File: src/rtl/ept_loop_pkg.sv
// Shared encodings for the loop counter bank: channel modes and per-channel FSM states.
package ept_loop_pkg;

    typedef enum logic [1:0] {
        MODE_WHILE   = 2'd0,
        MODE_REPEAT  = 2'd1,
        MODE_FOR     = 2'd2,
        MODE_COMPARE = 2'd3
    } mode_e;

    typedef enum logic {
        ST_IDLE = 1'b0,
        ST_RUN  = 1'b1
    } state_e;

endpackage

File: src/rtl/ept_loop_channel.sv
// One loop channel: IDLE/RUN FSM with cycle counter, accumulator and registered outputs.
// EPT_LOOP_OVF_STICKY_EN adds a sticky FOR-mode carry flag (ovf).
module ept_loop_channel
    import ept_loop_pkg::*;
#(
    parameter int                DATA_W     = 8,
    parameter logic [DATA_W-1:0] MAX_COUNT  = 'hF0,
    parameter logic [DATA_W-1:0] REPEAT_MAX = 'h0A
) (
    input  logic              clk,
    input  logic              rst,
    input  logic              start,
    input  logic              abort,
    input  logic [1:0]        mode,
    input  logic [DATA_W-1:0] limit,
    output logic              busy,
    output logic              done,
    output logic              pulse,
    output logic [DATA_W-1:0] result
`ifdef EPT_LOOP_OVF_STICKY_EN
    ,
    output logic              ovf
`endif
);

    // cnt runs one bit wider so REPEAT can count 2*lim cycles
    localparam int CW = DATA_W + 1;

    state_e            state, state_n;
    mode_e             mode_q;
    logic [CW-1:0]     cnt, tgt, tgt_d;
    logic [DATA_W-1:0] lim_q, lim_d, acc, wlim, rlim;
    logic              accept, at_tgt, finish, step;
    logic              busy_d, done_d, pulse_d;

    assign accept = (state == ST_IDLE) && start && !abort;
    assign at_tgt = (cnt == tgt);
    assign finish = (state == ST_RUN) && !abort && at_tgt;
    assign step   = (state == ST_RUN) && !abort && !at_tgt;

    assign wlim = (limit > MAX_COUNT)  ? MAX_COUNT  : limit;
    assign rlim = (limit > REPEAT_MAX) ? REPEAT_MAX : limit;

    // Completion target (in RUN cycles) and reported value, fixed at START
    always_comb begin
        tgt_d = '0;
        lim_d = '0;
        case (mode_e'(mode))
            MODE_WHILE:   begin tgt_d = {1'b0, wlim}; lim_d = wlim; end
            MODE_REPEAT:  begin tgt_d = {rlim, 1'b0}; lim_d = rlim; end
            MODE_FOR:     begin tgt_d = {1'b0, limit}; lim_d = limit; end
            MODE_COMPARE: begin tgt_d = '0; lim_d = (limit == MAX_COUNT) ? limit : '0; end
            default:      begin tgt_d = '0; lim_d = '0; end
        endcase
    end

    always_ff @(posedge clk or posedge rst) begin
        if (rst) state <= ST_IDLE;
        else     state <= state_n;
    end

    always_comb begin
        state_n = state;
        case (state)
            ST_IDLE: if (accept) state_n = ST_RUN;
            ST_RUN:  if (abort || at_tgt) state_n = ST_IDLE;
            default: state_n = ST_IDLE;
        endcase
    end

    // Pulses land on even RUN-cycle indices, so they appear every other cycle from t+2
    always_comb begin
        busy_d  = (state_n == ST_RUN);
        done_d  = finish;
        pulse_d = step && (mode_q == MODE_REPEAT) && !cnt[0];
    end

    always_ff @(posedge clk or posedge rst) begin
        if (rst) begin
            busy   <= 1'b0;
            done   <= 1'b0;
            pulse  <= 1'b0;
            result <= '0;
        end else begin
            busy  <= busy_d;
            done  <= done_d;
            pulse <= pulse_d;
            if (finish) result <= (mode_q == MODE_FOR) ? acc : lim_q;
        end
    end

    always_ff @(posedge clk or posedge rst) begin
        if (rst) begin
            mode_q <= MODE_WHILE;
            lim_q  <= '0;
            tgt    <= '0;
            cnt    <= '0;
            acc    <= '0;
        end else if (accept) begin
            mode_q <= mode_e'(mode);
            lim_q  <= lim_d;
            tgt    <= tgt_d;
            cnt    <= '0;
            acc    <= '0;
        end else if (step) begin
            cnt <= cnt + CW'(1);
            if (mode_q == MODE_FOR) acc <= acc + cnt[DATA_W-1:0];
        end
    end

`ifdef EPT_LOOP_OVF_STICKY_EN
    logic [DATA_W:0] sum;
    assign sum = {1'b0, acc} + {1'b0, cnt[DATA_W-1:0]};

    always_ff @(posedge clk or posedge rst) begin
        if (rst)                                          ovf <= 1'b0;
        else if (accept)                                  ovf <= 1'b0;
        else if (step && mode_q == MODE_FOR && sum[DATA_W]) ovf <= 1'b1;
    end
`endif

endmodule

File: src/rtl/ept_loop_counter_bank.sv
// Bank of NUM_CH independent loop channels sharing only clock and reset.
// EPT_LOOP_OVF_STICKY_EN adds the per-channel sticky FOR overflow output OVF.
module ept_loop_counter_bank
    import ept_loop_pkg::*;
#(
    parameter int                NUM_CH     = 4,
    parameter int                DATA_W     = 8,
    parameter logic [DATA_W-1:0] MAX_COUNT  = 'hF0,
    parameter logic [DATA_W-1:0] REPEAT_MAX = 'h0A
) (
    input  logic                     CLK,
    input  logic                     RST,
    input  logic [NUM_CH-1:0]        START,
    input  logic [NUM_CH-1:0]        ABORT,
    input  logic [2*NUM_CH-1:0]      MODE,
    input  logic [NUM_CH*DATA_W-1:0] LIMIT,
    output logic [NUM_CH-1:0]        BUSY,
    output logic [NUM_CH-1:0]        DONE,
    output logic [NUM_CH-1:0]        PULSE,
    output logic [NUM_CH*DATA_W-1:0] RESULT
`ifdef EPT_LOOP_OVF_STICKY_EN
    ,
    output logic [NUM_CH-1:0]        OVF
`endif
);

    for (genvar i = 0; i < NUM_CH; i++) begin : g_ch
        ept_loop_channel #(
            .DATA_W     (DATA_W),
            .MAX_COUNT  (MAX_COUNT),
            .REPEAT_MAX (REPEAT_MAX)
        ) u_ch (
            .clk    (CLK),
            .rst    (RST),
            .start  (START[i]),
            .abort  (ABORT[i]),
            .mode   (MODE[2*i +: 2]),
            .limit  (LIMIT[i*DATA_W +: DATA_W]),
            .busy   (BUSY[i]),
            .done   (DONE[i]),
            .pulse  (PULSE[i]),
            .result (RESULT[i*DATA_W +: DATA_W])
`ifdef EPT_LOOP_OVF_STICKY_EN
            ,
            .ovf    (OVF[i])
`endif
        );
    end

endmodule

File: config.mk
export PLATFORM = sky130hd
export DESIGN_NAME = ept_loop_counter_bank
export DESIGN_NICKNAME = d
export VERILOG_FILES = /design/src/rtl/ept_loop_pkg.sv /design/src/rtl/ept_loop_channel.sv /design/src/rtl/ept_loop_counter_bank.sv
export SDC_FILE = /design/constraint.sdc
export NUM_CORES = 1
export LEC_CHECK = 0
export ABC_CLOCK_PERIOD_IN_PS = 16250
export CAP_MARGIN = 20
export CELL_PAD_IN_SITES_DETAIL_PLACEMENT = 1
export CELL_PAD_IN_SITES_GLOBAL_PLACEMENT = 2
export CORE_MARGIN = 2
export CORE_UTILIZATION = 35
export DETAILED_ROUTE_END_ITERATION = 6
export PLACE_DENSITY_LB_ADDON = 0.12
export SLEW_MARGIN = 20
export SYNTH_ARGS = -nofsm -noshare
export SYNTH_HDL_FRONTEND = slang
export SYNTH_SLANG_ARGS = --single-unit
File: constraint.sdc
create_clock -name CLK -period 16.25 [get_ports CLK]
set_input_delay 2.4375 -clock CLK [delete_from_list [all_inputs] [get_ports CLK]]
set_output_delay 2.4375 -clock CLK [all_outputs]
set_load 0.01 [all_outputs]
Word-level counts from Yosys, hierarchy flattened. Index checks and enable logic that the tools add are counted.

Bits in registers: 188. Bits of input ports: 50. Output and inout bits: 44. Word-level logic and storage cells: 200.

Add/sub/neg operators: 8. Order comparisons: 8. Equal/unequal tests: 28. Multiplexer cells: 56. Bitwise operators: 4. Reductions and logical operators: 60.

Operators by type and width (count): two-way mux 8 bit (28); one-hot mux 9 bit (4 select lines) (4); one-hot mux 8 bit (4 select lines) (4); two-way mux 9 bit (8); adder 9 x 1 -> 9 bit (second input constant) (4); == test 9 bit (4); adder 8 bit (4); == test 8 bit (second input constant) (4); > comparator 8 x 4 -> 1 bit (second input constant) (4); > comparator 8 bit (second input constant) (4); logical AND 1 bit (28); == test 2 bit (second input constant) (12); == test 2 x 1 -> 1 bit (second input constant) (8); nonzero test 2 bit (8); logical NOT 1 bit (12); logical NOT 2 bit (4); two-way mux 1 bit (8); one-hot mux 1 bit (2 select lines) (4); AND reduction 2 bit (4); logical OR 1 bit (4); NOT 1 bit (4).

Longest topological paths before layout. Gate-level depths: netlist of the first run.

Depth in word-level cells: 5. Gate-level depth with buffers: 8. Gate-level depth less buffers: 8.

Hierarchy. Synthesis of the first run repeated with hierarchy kept, for this count alone.

Cell total of the unflattened synthesis: 1044. Area, all modules: 9789.4 um^2.

Modules (own cells, without submodules): ept_loop_channel (times used 4, cells an instance 261, area an instance 2447.3 um^2, sequential area each 1176.1 um^2).

Worst setup path before layout of the first run. Ideal clock, no wire load.

Path type: input to register. From: in LIMIT[27]. To: reg g_ch[3].u_ch.lim_q[1]. Library setup time: 95 ps. Arrival time: 3609 ps. Required time: 16155 ps. Path slack: 12545 ps. Stages on the path: 6. Path buffers: 1. Cell sequence: buf_2 -> or4_1 -> nor3b_1 -> nor2_4 -> nor2_1 -> o31ai_1.

Word-level cells in the longest chain between the ends: 3. Elaborated cells on any way between the ends: 7. Classes of those cells: order compare: 2; eq/ne: 1; mux: 4.

RTL lines: from (decl) (line ept_loop_counter_bank.sv:16) `input logic [NUM_CH*DATA_W-1:0] LIMIT,`; > comparator 8 x 4 -> 1 bit, or another cell as far along (line ept_loop_channel.sv:42) `assign rlim = (limit > REPEAT_MAX) ? REPEAT_MAX : limit;`; two-way mux 8 bit (on tied branches) (line ept_loop_channel.sv:42, ept_loop_channel.sv:41, ept_loop_channel.sv:52); one-hot mux 8 bit (4 select lines) * (line ept_loop_channel.sv:48) `case (mode_e'(mode))`; to (signal assigned) (line ept_loop_channel.sv:101) `lim_q <= lim_d;`; to (decl) (line ept_loop_channel.sv:32) `logic [DATA_W-1:0] lim_q, lim_d, acc, wlim, rlim;`.

Every way passes the cells marked *; elsewhere a longest branch is shown, timed or not. A chain may end at the register's enable or synchronous reset.

==> flow_metrics.env, run 1 <==
export IMPL_status="finished, final reports clean"
export IMPL_hp_class="flip-flop to flip-flop"
export IMPL_synth_fa_ha_area_share_pct=4.53
export IMPL_path_clk_slew_ns=0.08
export IMPL_synth_top_family_by_area="simple AND/OR/NAND/NOR gates"
export IMPL_synth_mux_area_share_pct=10.9
export IMPL_crit_required_ns=16.68
export IMPL_clkLatencyLatePin_ns=0.44
export IMPL_fin_crit_sh_pct=25.5
export IMPL_die_area_mm2=0.0317
export IMPL_synthTopCellsByCount="188 x dfrtp_1, 179 x nand2_1, 71 x nor2_1"
export IMPL_drc=0
export IMPL_initial_utilization_pct=35.7
export IMPL_synth_top_area_share_pct=44.4
export IMPL_period_needed_ns=4.14
export IMPL_drive_above_1_share_pct=9.96
export IMPL_max_slew_margin_pct=37.1
export IMPL_yosysUniqueCellTypes=69
export IMPL_ctsHoldBuffers=0
export IMPL_syn_nets=1157
export IMPL_core_mm2=0.0297
export IMPL_ff2ff_path_depth=8
export IMPL_use_met1_pct=25.8
export IMPL_synth_edf_count=0
export IMPL_cts_htree_levels=4
export IMPL_timing_hold_ws_ns=0.460
export IMPL_async_flop_share_pct=100
export IMPL_synthFlopType="dfrtp_1"
export IMPL_cap_violations=0
export IMPL_hold_viol_final=0
export IMPL_busiest_layer="met2"
export IMPL_synthSimpleGateAreaFrac_pct=20.5
export IMPL_yosysTopAreaCell="dfrtp_1"
export IMPL_overflow=0
export IMPL_area_growth_pct=16.9
export IMPL_drv_slew=0
export IMPL_cts_resized=0
export IMPL_final_cells=1545
export IMPL_synth_xor_area_share_pct=4.29
export IMPL_syn_area_per_cell_um2=9.89
export IMPL_gp_congestion=0.742
export IMPL_syn_inst=1071
export IMPL_rrSetupSlack_ns=13.91
export IMPL_fill_cells=3343
export IMPL_seq_area_mm2=0.00470
export IMPL_grt_pass1_wl_um=45600
export IMPL_dr_first_iter_drc_count=317
export IMPL_pwr_share_comb_pct=24.4
export IMPL_clk_path_buf_depth=2
export IMPL_grt_antenna_before_repair=0
export IMPL_dp_hpwl_um=19300
export IMPL_cts_setup_buffers=0
export IMPL_met2_usage_pct=29.6
export IMPL_clock_sinks=188
export IMPL_nets=1229
export IMPL_pin_count=94
export IMPL_setup_tns_ns=0
export IMPL_p_switching_uw=443
export IMPL_finClkSkew_ns=0.0150
export IMPL_seqPwrFrac_pct=44.4
export IMPL_tightest_slew_ns=0.943
export IMPL_drt_pass1_iter_count=4
export IMPL_crit_fanout=119
export IMPL_ys_seq_area_share_pct=44.4
export IMPL_min_delay_start="g_ch[0].u_ch.mode_q[1]"
export IMPL_dp_cells=1513
export IMPL_r2r_end="g_ch[1].u_ch.acc[6]"
export IMPL_grt_use_total_pct=18.2
export IMPL_grt_pass1_vias=8406
export IMPL_setup_viol=0
export IMPL_hold_end="g_ch[0].u_ch.pulse"
export IMPL_power_density_mw_per_mm2=112
export IMPL_p_clk_share_pct=31.2
export IMPL_die_w_um=178
export IMPL_synth_compound_area_share_pct=11.5
export IMPL_yosysWarnings=0
export IMPL_rsz0062_at_grt="false"
export IMPL_cts_made_buffers=17
export IMPL_p_int_uw=945
export IMPL_ys_ff_latch=188
export IMPL_worstHoldPathCells=1
export IMPL_cts_tree="yes"
export IMPL_num_vias=7983
export IMPL_timing_fmax_mhz=242
export IMPL_grt_max_degree=120
export IMPL_avgViaCountPerCell=5.17
export IMPL_utilization_pct=41.7
export IMPL_p_leak_uw=0.00588
export IMPL_worst_ep_arrival_time_ns=4.57
export IMPL_wl_per_cell_um=17.6
export IMPL_netlist_area_mm2=0.0106
export IMPL_crit_type="input pin to asynchronous set/reset pin"
export IMPL_use_met3_pct=2.92
export IMPL_die_y_um=178
export IMPL_diodes=0
export IMPL_r2r_start="g_ch[1].u_ch.cnt[0]"
export IMPL_critPathLaunchType="input pin"
export IMPL_p_sw_share_pct=31.9
export IMPL_multiInputGateArea_mm2=0.00548
export IMPL_portBuffers=93
export IMPL_drtAntennaViolNets=0
export IMPL_vdd_drop_max_mv=0.0662
export IMPL_core_rowCount=63
export IMPL_synth_area_leaders="dfrtp_1 44%, nand2_1 6.3%, mux2i_1 5.5%, ha_1 3.8%, xor2_1 3.6%"
export IMPL_synth_most_common_cell="dfrtp_1"
export IMPL_wl_um=27200
export IMPL_root_buffer="clkbuf_16"
export IMPL_cp_end_kind="asynchronous set/reset pin"
-- through the flow --
step / setup WS, ns / area [um^2] / power [uW]
after floorplan: 8.70 / 10600 / 829
after global placement: 11.50 / 11800 / 963
after detailed placement: 11.50 / 11800 / 972
after global routing: 11.83 / 12400 / 1470
final: 12.11 / 12400 / 1390
after CTS: 11.96 / 12400 / 1410
-- power groups by stage --
stage                     clock network [uW]  logic, uW  registers [uW]
after floorplan                            0        218             612
after global placement                     0        337             627
after detailed placement                   0        344             628
after CTS                                447        346             620
after global routing                     464        381             629
final                                    433        338             617
-- layer usage --
metal | routed length, um | share of wire [%]
met1 | 13600 | 50
met2 | 12700 | 47
met3 | 696 | 2.6
met4 | 207 | 0.76
met5 | 0 | 0
-- area by class of cell --
class	count	area share [%]
Timing Repair Buffer	102	8.09
Clock inverter	11	1.09
Clock buffer	20	3.60
Sequential cell	188	38.0
Multi-Input combinational cell	799	44.2
Tap cell	390	3.94
Inverter	35	1.12
-- state kept, by name, indices dropped and copies added (netlist names) --
| signal | count |
|---|---|
| g_ch.u_ch.cnt | 36 |
| g_ch.u_ch.tgt | 36 |
| g_ch.u_ch.acc | 32 |
| g_ch.u_ch.lim_q | 32 |
| g_ch.u_ch.result | 32 |
| g_ch.u_ch.mode_q | 8 |
| g_ch.u_ch.done | 4 |
| g_ch.u_ch.pulse | 4 |
| g_ch.u_ch.state | 4 |
-- worst max-delay path: stages --
cell and delay [ns]:
clkdlybuf4s50_1 0.50, inv_8 0.61, buf_4 0.83
-- worst max path at each step --
stage                           to     start  cells after the start
6_report       g_ch[3].u_ch.acc[6]       RST                      3
3_3_place_gp   g_ch[1].u_ch.acc[0]  ABORT[1]                      5
3_5_place_dp   g_ch[1].u_ch.acc[0]  ABORT[1]                      5
4_1_cts        g_ch[1].u_ch.acc[0]  ABORT[1]                      5
5_1_grt        g_ch[0].u_ch.cnt[7]       RST                      3
2_1_floorplan  g_ch[0].u_ch.acc[0]       RST                      1
-- placed cells by master (no fill, tap or decap), types with 9 or more instances in the layout --
cell	n
dfrtp_1	188
nand2_1	179
clkdlybuf4s50_1	93
nor2_1	71
mux2i_1	58
o21ai_0	49
xor2_1	43
a21oi_1	37
inv_1	33
ha_1	32
mux2_2	30
nand3_1	24
nor2b_1	24
nand4_1	21
nor3_1	17
clkbuf_16	17
and2_1	14
nand2b_1	11
and3_1	11
mux2_1	10
a31oi_1	10
o31ai_1	9
-- logic make-up after synthesis --
kind of cell,after synthesis
buf+inv,84
simple gates,431
compound gates,175
flops,188
mux,106
xor+xnor,51
fa+ha+maj,36
(Power assumes the default switching activity.)
==> run 2, diff against run 1 <==
--- a/config.mk
+++ b/config.mk
@@ -5,7 +5,7 @@
 export SDC_FILE = /design/constraint.sdc
 export NUM_CORES = 1
 export LEC_CHECK = 0
-export ABC_CLOCK_PERIOD_IN_PS = 16250
+export ABC_CLOCK_PERIOD_IN_PS = 4300
 export CAP_MARGIN = 20
 export CELL_PAD_IN_SITES_DETAIL_PLACEMENT = 1
 export CELL_PAD_IN_SITES_GLOBAL_PLACEMENT = 2
==> constraint.sdc (replaced) <==
create_clock -name CLK -period 4.3 [get_ports CLK]
set_input_delay 0.645 -clock CLK [delete_from_list [all_inputs] [get_ports CLK]]
set_output_delay 0.645 -clock CLK [all_outputs]
set_load 0.01 [all_outputs]
==> run 2 against run 1 <==
Net effect: cell area is 0.49% higher; total power rose to 3.8 times the previous value; clock power rose to 3.9 times the previous value; flip-flop and latch count stayed put; critical path depth increased by 5; clock-buffer cell count is 2 lower; wire length grew 1.3%; register-to-register slack got worse by 12 ns; cell count rose by 0.19%; critical path type is now flip-flop to flip-flop; largest cell class unchanged; highest routed layer unchanged.
==> flow_metrics.env, run 2 (synthesis gave the netlist of run 1 again) <==
export IMPL_diodes=0
export IMPL_power_density_mw_per_mm2=427
export IMPL_worst_ep_arrival_time_ns=2.63
export IMPL_grt_antenna_before_repair=0
export IMPL_crit_fanout=8
export IMPL_core_mm2=0.0297
export IMPL_overflow=0
export IMPL_status="finished, final reports clean"
export IMPL_dp_cells=1516
export IMPL_gp_congestion=0.765
export IMPL_final_cell_mix="188 x dfrtp_1, 179 x nand2_1, 93 x clkdlybuf4s50_1"
export IMPL_worstPathCellList="ha_1 -> inv_1 -> fa_1 -> nor2b_1 -> o21a_1 -> o21ai_0 -> a311oi_1 -> mux2i_1"
export IMPL_hp_class="flip-flop to flip-flop"
export IMPL_clkLatencyLatePin_ns=0.45
export IMPL_portBuffers=93
export IMPL_grt_max_degree=99
export IMPL_nets=1231
export IMPL_setup_viol=0
export IMPL_multiInputGateArea_mm2=0.00548
export IMPL_grt_pass1_wl_um=45800
export IMPL_rsz0062_at_grt="false"
export IMPL_seq_area_mm2=0.00470
export IMPL_wl_um=27600
export IMPL_timing_fmax_mhz=432
export IMPL_slowest_delay_ns=0.59
export IMPL_avgViaCountPerCell=5.20
export IMPL_path_clk_slew_ns=0.08
export IMPL_crit_required_ns=4.61
export IMPL_finClkSkew_ns=0.0166
export IMPL_setup_tns_ns=0
export IMPL_pin_count=94
export IMPL_cts_setup_buffers=0
export IMPL_critPathLaunchType="flip-flop"
export IMPL_clock_sinks=188
export IMPL_grt_pass1_vias=8399
export IMPL_p_clk_share_pct=31.7
export IMPL_final_cells=1548
export IMPL_drive_above_1_share_pct=10.4
export IMPL_num_vias=8054
export IMPL_cp_end_kind="flip-flop"
export IMPL_layout_commonest_cell="dfrtp_1"
export IMPL_path_buf_inv=1
export IMPL_seqPwrFrac_pct=44.0
export IMPL_period_needed_ns=2.31
export IMPL_p_sw_share_pct=32.3
export IMPL_cts_resized=0
export IMPL_crit_type="flip-flop to flip-flop"
export IMPL_cts_made_buffers=17
export IMPL_core_rowCount=63
export IMPL_p_switching_uw=1720
export IMPL_vdd_drop_max_mv=0.216
export IMPL_pre_cts_ws_ns=1.72
export IMPL_die_w_um=178
export IMPL_drv_slew=0
export IMPL_critPathTopFamily="adder cells"
export IMPL_reg_top3="g_ch.u_ch.cnt (36), g_ch.u_ch.tgt (36)"
export IMPL_dr_first_iter_drc_count=289
export IMPL_pwr_share_comb_pct=24.4
export IMPL_cts_htree_levels=4
export IMPL_initial_utilization_pct=35.7
export IMPL_root_buffer="clkbuf_16"
export IMPL_tightest_slew_ns=0.958
export IMPL_drt_pass1_iter_count=6
export IMPL_cts_tree="yes"
export IMPL_wl_per_cell_um=17.8
export IMPL_p_leak_uw=0.00592
export IMPL_hold_viol_final=0
export IMPL_fill_cells=3331
export IMPL_fin_crit_sh_pct=53.8
export IMPL_cap_violations=0
export IMPL_cp_slowest_cell="dfrtp_1"
export IMPL_dp_hpwl_um=19900
export IMPL_p_int_uw=3590
export IMPL_area_growth_pct=17.5
export IMPL_drc=0
export IMPL_die_y_um=178
export IMPL_drtAntennaViolNets=0
export IMPL_final_critical_path_setup_slack_ns=1.99
export IMPL_die_area_mm2=0.0317
export IMPL_ctsHoldBuffers=0
export IMPL_max_slew_margin_pct=36.0
export IMPL_grt_use_total_pct=18.3
export IMPL_clk_path_buf_depth=2
==> run 2: changes by cell type in the layout (fill, tap and decap cells not counted), moves of 2 or more <==
cell / before / now
inv_6: 2 / 5
clkbuf_1: 2 / 0
clkinvlp_4: 4 / 2
buf_12: 0 / 2
==> run 2: layout make-up <==
class / instances / area share [%]
multi-input combinational: 799 / 44.0
sequential: 188 / 37.8
timing repair buffer: 104 / 8.34
tap: 390 / 3.92
clock buffer: 18 / 3.53
clock inverter: 14 / 1.37
inverter: 35 / 1.09
==> run 2: per-stage QoR <==
step | power [uW] | utilization, % | hold slack (ns) | area [um^2]
after floorplan | 3140 | - | 0.435 | 10600
after global placement | 3650 | 39.8 | 0.461 | 11800
after detailed placement | 3680 | 39.8 | 0.466 | 11800
after CTS | 5400 | 41.9 | 0.482 | 12500
after global routing | 5640 | 41.9 | 0.492 | 12500
final | 5310 | 41.9 | 0.473 | 12500
==> run 2: power groups by stage <==
stage | Clock (uW) | Combinational [uW] | Sequential (uW)
after global routing | 1800 | 1450 | 2390
final | 1680 | 1290 | 2340
after CTS | 1740 | 1320 | 2350
after floorplan | 0 | 824 | 2310
after detailed placement | 0 | 1310 | 2380
after global placement | 0 | 1280 | 2370
==> run 2: worst register-to-register path, stage by stage, from the launching register on <==
cell and delay, ns:
dfrtp_1 0.59, ha_1 0.25, inv_1 0.05, fa_1 0.41, nor2b_1 0.14, o21a_1 0.18
o21ai_0 0.12, a311oi_1 0.32, mux2i_1 0.12
==> run 2: path summary, 6_finish.rpt <==
| check | start | endpoint | slack, ns | cells after the start |
|---|---|---|---|---|
| hold / removal | g_ch[0].u_ch.mode_q[1] | g_ch[0].u_ch.pulse | 0.47 | 1 |
| max in group asynchronous | RST | g_ch[0].u_ch.result[4] | 3.11 | 3 |
| setup reg to reg | g_ch[1].u_ch.cnt[0] | g_ch[1].u_ch.acc[6] | 1.99 | 8 |
| setup / recovery | g_ch[1].u_ch.cnt[0] | g_ch[1].u_ch.acc[6] | 1.99 | 8 |
| min in group asynchronous | RST | g_ch[1].u_ch.result[7] | 0.71 | 3 |
| hold reg to reg | g_ch[0].u_ch.mode_q[1] | g_ch[0].u_ch.pulse | 0.47 | 1 |
==> run 2: layer usage <==
layer | wire length [um] | vias to the layer above | global-route usage, %
met1 | 13900 | 4049 | 26.1
met2 | 12900 | 86 | 29.2
met4 | 232 | 0 | 4.27
met5 | 0 | - | 0
li1 | - | 3904 | -
met3 | 558 | 15 | 2.69
==> run 3, diff against run 2 <==
--- a/config.mk
+++ b/config.mk
@@ -5,12 +5,12 @@
 export SDC_FILE = /design/constraint.sdc
 export NUM_CORES = 1
 export LEC_CHECK = 0
-export ABC_CLOCK_PERIOD_IN_PS = 4300
+export ABC_CLOCK_PERIOD_IN_PS = 2000
 export CAP_MARGIN = 20
 export CELL_PAD_IN_SITES_DETAIL_PLACEMENT = 1
 export CELL_PAD_IN_SITES_GLOBAL_PLACEMENT = 2
 export CORE_MARGIN = 2
-export CORE_UTILIZATION = 35
+export CORE_UTILIZATION = 34
 export DETAILED_ROUTE_END_ITERATION = 6
 export PLACE_DENSITY_LB_ADDON = 0.12
 export SLEW_MARGIN = 20
==> constraint.sdc (replaced) <==
create_clock -name CLK -period 2 [get_ports CLK]
set_input_delay 0.3 -clock CLK [delete_from_list [all_inputs] [get_ports CLK]]
set_output_delay 0.3 -clock CLK [all_outputs]
set_load 0.01 [all_outputs]
==> run 3 against run 2 <==
Net effect: sequential power is 110% higher; clock-buffer cell count is 4 higher; critical endpoint is now g_ch[3].u_ch.acc[6]; register-to-register slack worse by 1.9 ns; sequential share of layout area is 3.5 points lower; largest cell class unchanged; clock skew is 0.0078 ns lower; cell count is 8.8% higher.
==> flow_metrics.env, run 3 (synthesis gave the netlist of run 1 again) <==
export IMPL_hold_viol_final=0
export IMPL_worst_ep_arrival_time_ns=2.27
export IMPL_cp_end_kind="flip-flop"
export IMPL_root_buffer="clkbuf_16"
export IMPL_clk_path_buf_depth=2
export IMPL_status="finished, final reports clean"
export IMPL_grt_max_degree=64
export IMPL_wl_per_cell_um=17.4
export IMPL_clkLatencyLatePin_ns=0.45
export IMPL_gp_congestion=0.798
export IMPL_die_area_mm2=0.0326
export IMPL_die_y_um=181
export IMPL_ctsHoldBuffers=0
export IMPL_core_mm2=0.0307
export IMPL_diodes=0
export IMPL_final_cell_mix="180 x dfrtp_1, 179 x nand2_1, 129 x buf_4"
export IMPL_r2r_start="g_ch[3].u_ch.acc[0]"
export IMPL_setup_viol=0
export IMPL_finClkSkew_ns=0.00881
export IMPL_cts_htree_levels=4
export IMPL_pin_count=94
export IMPL_reg_top3="g_ch.u_ch.cnt (36), g_ch.u_ch.tgt (36)"
export IMPL_worstSetupStartpoint="g_ch[3].u_ch.acc[0]"
export IMPL_drc=0
export IMPL_hp_class="input pin to asynchronous set/reset pin"
export IMPL_p_total_uw=12000
export IMPL_p_leak_uw=0.00661
export IMPL_dr_first_iter_drc_count=303
export IMPL_timing_fmax_mhz=515
export IMPL_period_needed_ns=1.94
export IMPL_fin_crit_sh_pct=97.1
export IMPL_design_area_mm2=0.0137
export IMPL_rsz0062_at_grt="true"
export IMPL_overflow=0
export IMPL_drt_pass1_iter_count=4
export IMPL_max_slew_margin_pct=68.1
export IMPL_avgViaCountPerCell=5.05
export IMPL_grt_use_total_pct=18.5
export IMPL_wl_um=29200
export IMPL_grt_antenna_before_repair=0
export IMPL_drtAntennaViolNets=0
export IMPL_core_rowCount=64
export IMPL_dp_hpwl_um=21800
export IMPL_power_density_mw_per_mm2=871
export IMPL_initial_utilization_pct=34.6
export IMPL_portBuffers=93
export IMPL_cts_tree="yes"
export IMPL_path_clk_slew_ns=0.07
export IMPL_critPathLaunchType="flip-flop"
export IMPL_die_w_um=181
export IMPL_cap_violations=0
export IMPL_crit_type="flip-flop to flip-flop"
export IMPL_layout_commonest_cell="dfrtp_1"
export IMPL_cts_made_buffers=17
export IMPL_drv_slew=0
export IMPL_num_vias=8500
export IMPL_grt_pass1_vias=9112
export IMPL_area_growth_pct=29.6
export IMPL_timing_hold_ws_ns=0.113
export IMPL_placed_cell_area_mm2=0.0128
export IMPL_vdd_drop_max_mv=0.591
export IMPL_tightest_slew_ns=0.479
export IMPL_nets=1361
export IMPL_grt_pass1_wl_um=48100
export IMPL_drive_above_1_share_pct=21.9
export IMPL_crit_required_ns=2.33
export IMPL_clock_sinks=188
export IMPL_crit_fanout=3
## run 3: changes by cell type in the layout (fill, tap and decap cells not counted), moves of 5 or more
cell     before  now
buf_12        2   10
buf_4         9  129
ha_2          0    5
dfrtp_2       0    8
dfrtp_1     188  180
ha_1         32   23
## run 3: path summary, 6_finish.rpt
kind                                       end  slack [ns]  cells past startpoint
max                        g_ch[3].u_ch.acc[6]        0.06                      9
min                        g_ch[1].u_ch.acc[3]        0.11                      2
max reg2reg                g_ch[3].u_ch.acc[6]        0.06                      9
min reg2reg                 g_ch[0].u_ch.pulse        0.47                      1
max in group asynchronous  g_ch[3].u_ch.cnt[5]        1.22                      4
min in group CLK            g_ch[0].u_ch.pulse        0.47                      1
## run 3: repair_timing
action,in CTS,in global routing
pin swaps,3,16
gates cloned,0,1
buffers inserted,3,11
endpoints found under the setup margin,5,50
resized for setup,2,44
## run 3: cell type report
cell class,instances,area [um^2]
Clock buffer,22,474
Clock inverter,10,138
Fill cell,3459,16900
Inverter,35,135
Multi-Input combinational cell,800,5670
Sequential cell,188,4710
Tap cell,396,495
Timing Repair Buffer,233,2110
## run 3: power breakdown
group          total, uW  switching, uW  internal (uW)  leakage, uW
logic               3420           1650           1770      0.00383
registers           4920            495           4420      0.00249
clock network       3630           1560           2070     0.000296
total              12000           3700           8260      0.00661
## run 3: critical path: stages (launching register included)
cell and delay, ns:
dfrtp_1 0.40, ha_2 0.20, inv_1 0.07, fa_2 0.22, nor2b_2 0.05, o21a_1 0.21
buf_4 0.13, o2111a_1 0.23, a211oi_2 0.21, mux2i_1 0.10
## run 3: routing by layer
metal	vias to the layer above	track usage (%)	routed length [um]	share of wire, %
met4	0	5.10	395	1.4
li1	4150	-	-	-
met1	4236	24.8	13900	48
met5	-	0	0	0
met2	92	31.1	14300	49
met3	22	2.73	619	2.1
## run 3: through the flow
stage,setup TNS [ns],worst slack (ns),utilization (%),cells
after floorplan,-135.45,-0.720,-,1071
after global placement,-0.277,-0.209,41.7,1637
after detailed placement,-0.815,-0.205,41.7,1637
after CTS,0,0.00545,43.9,1672
after global routing,-0.329,-0.0661,44.8,1684
final,0,0.0585,44.8,1684
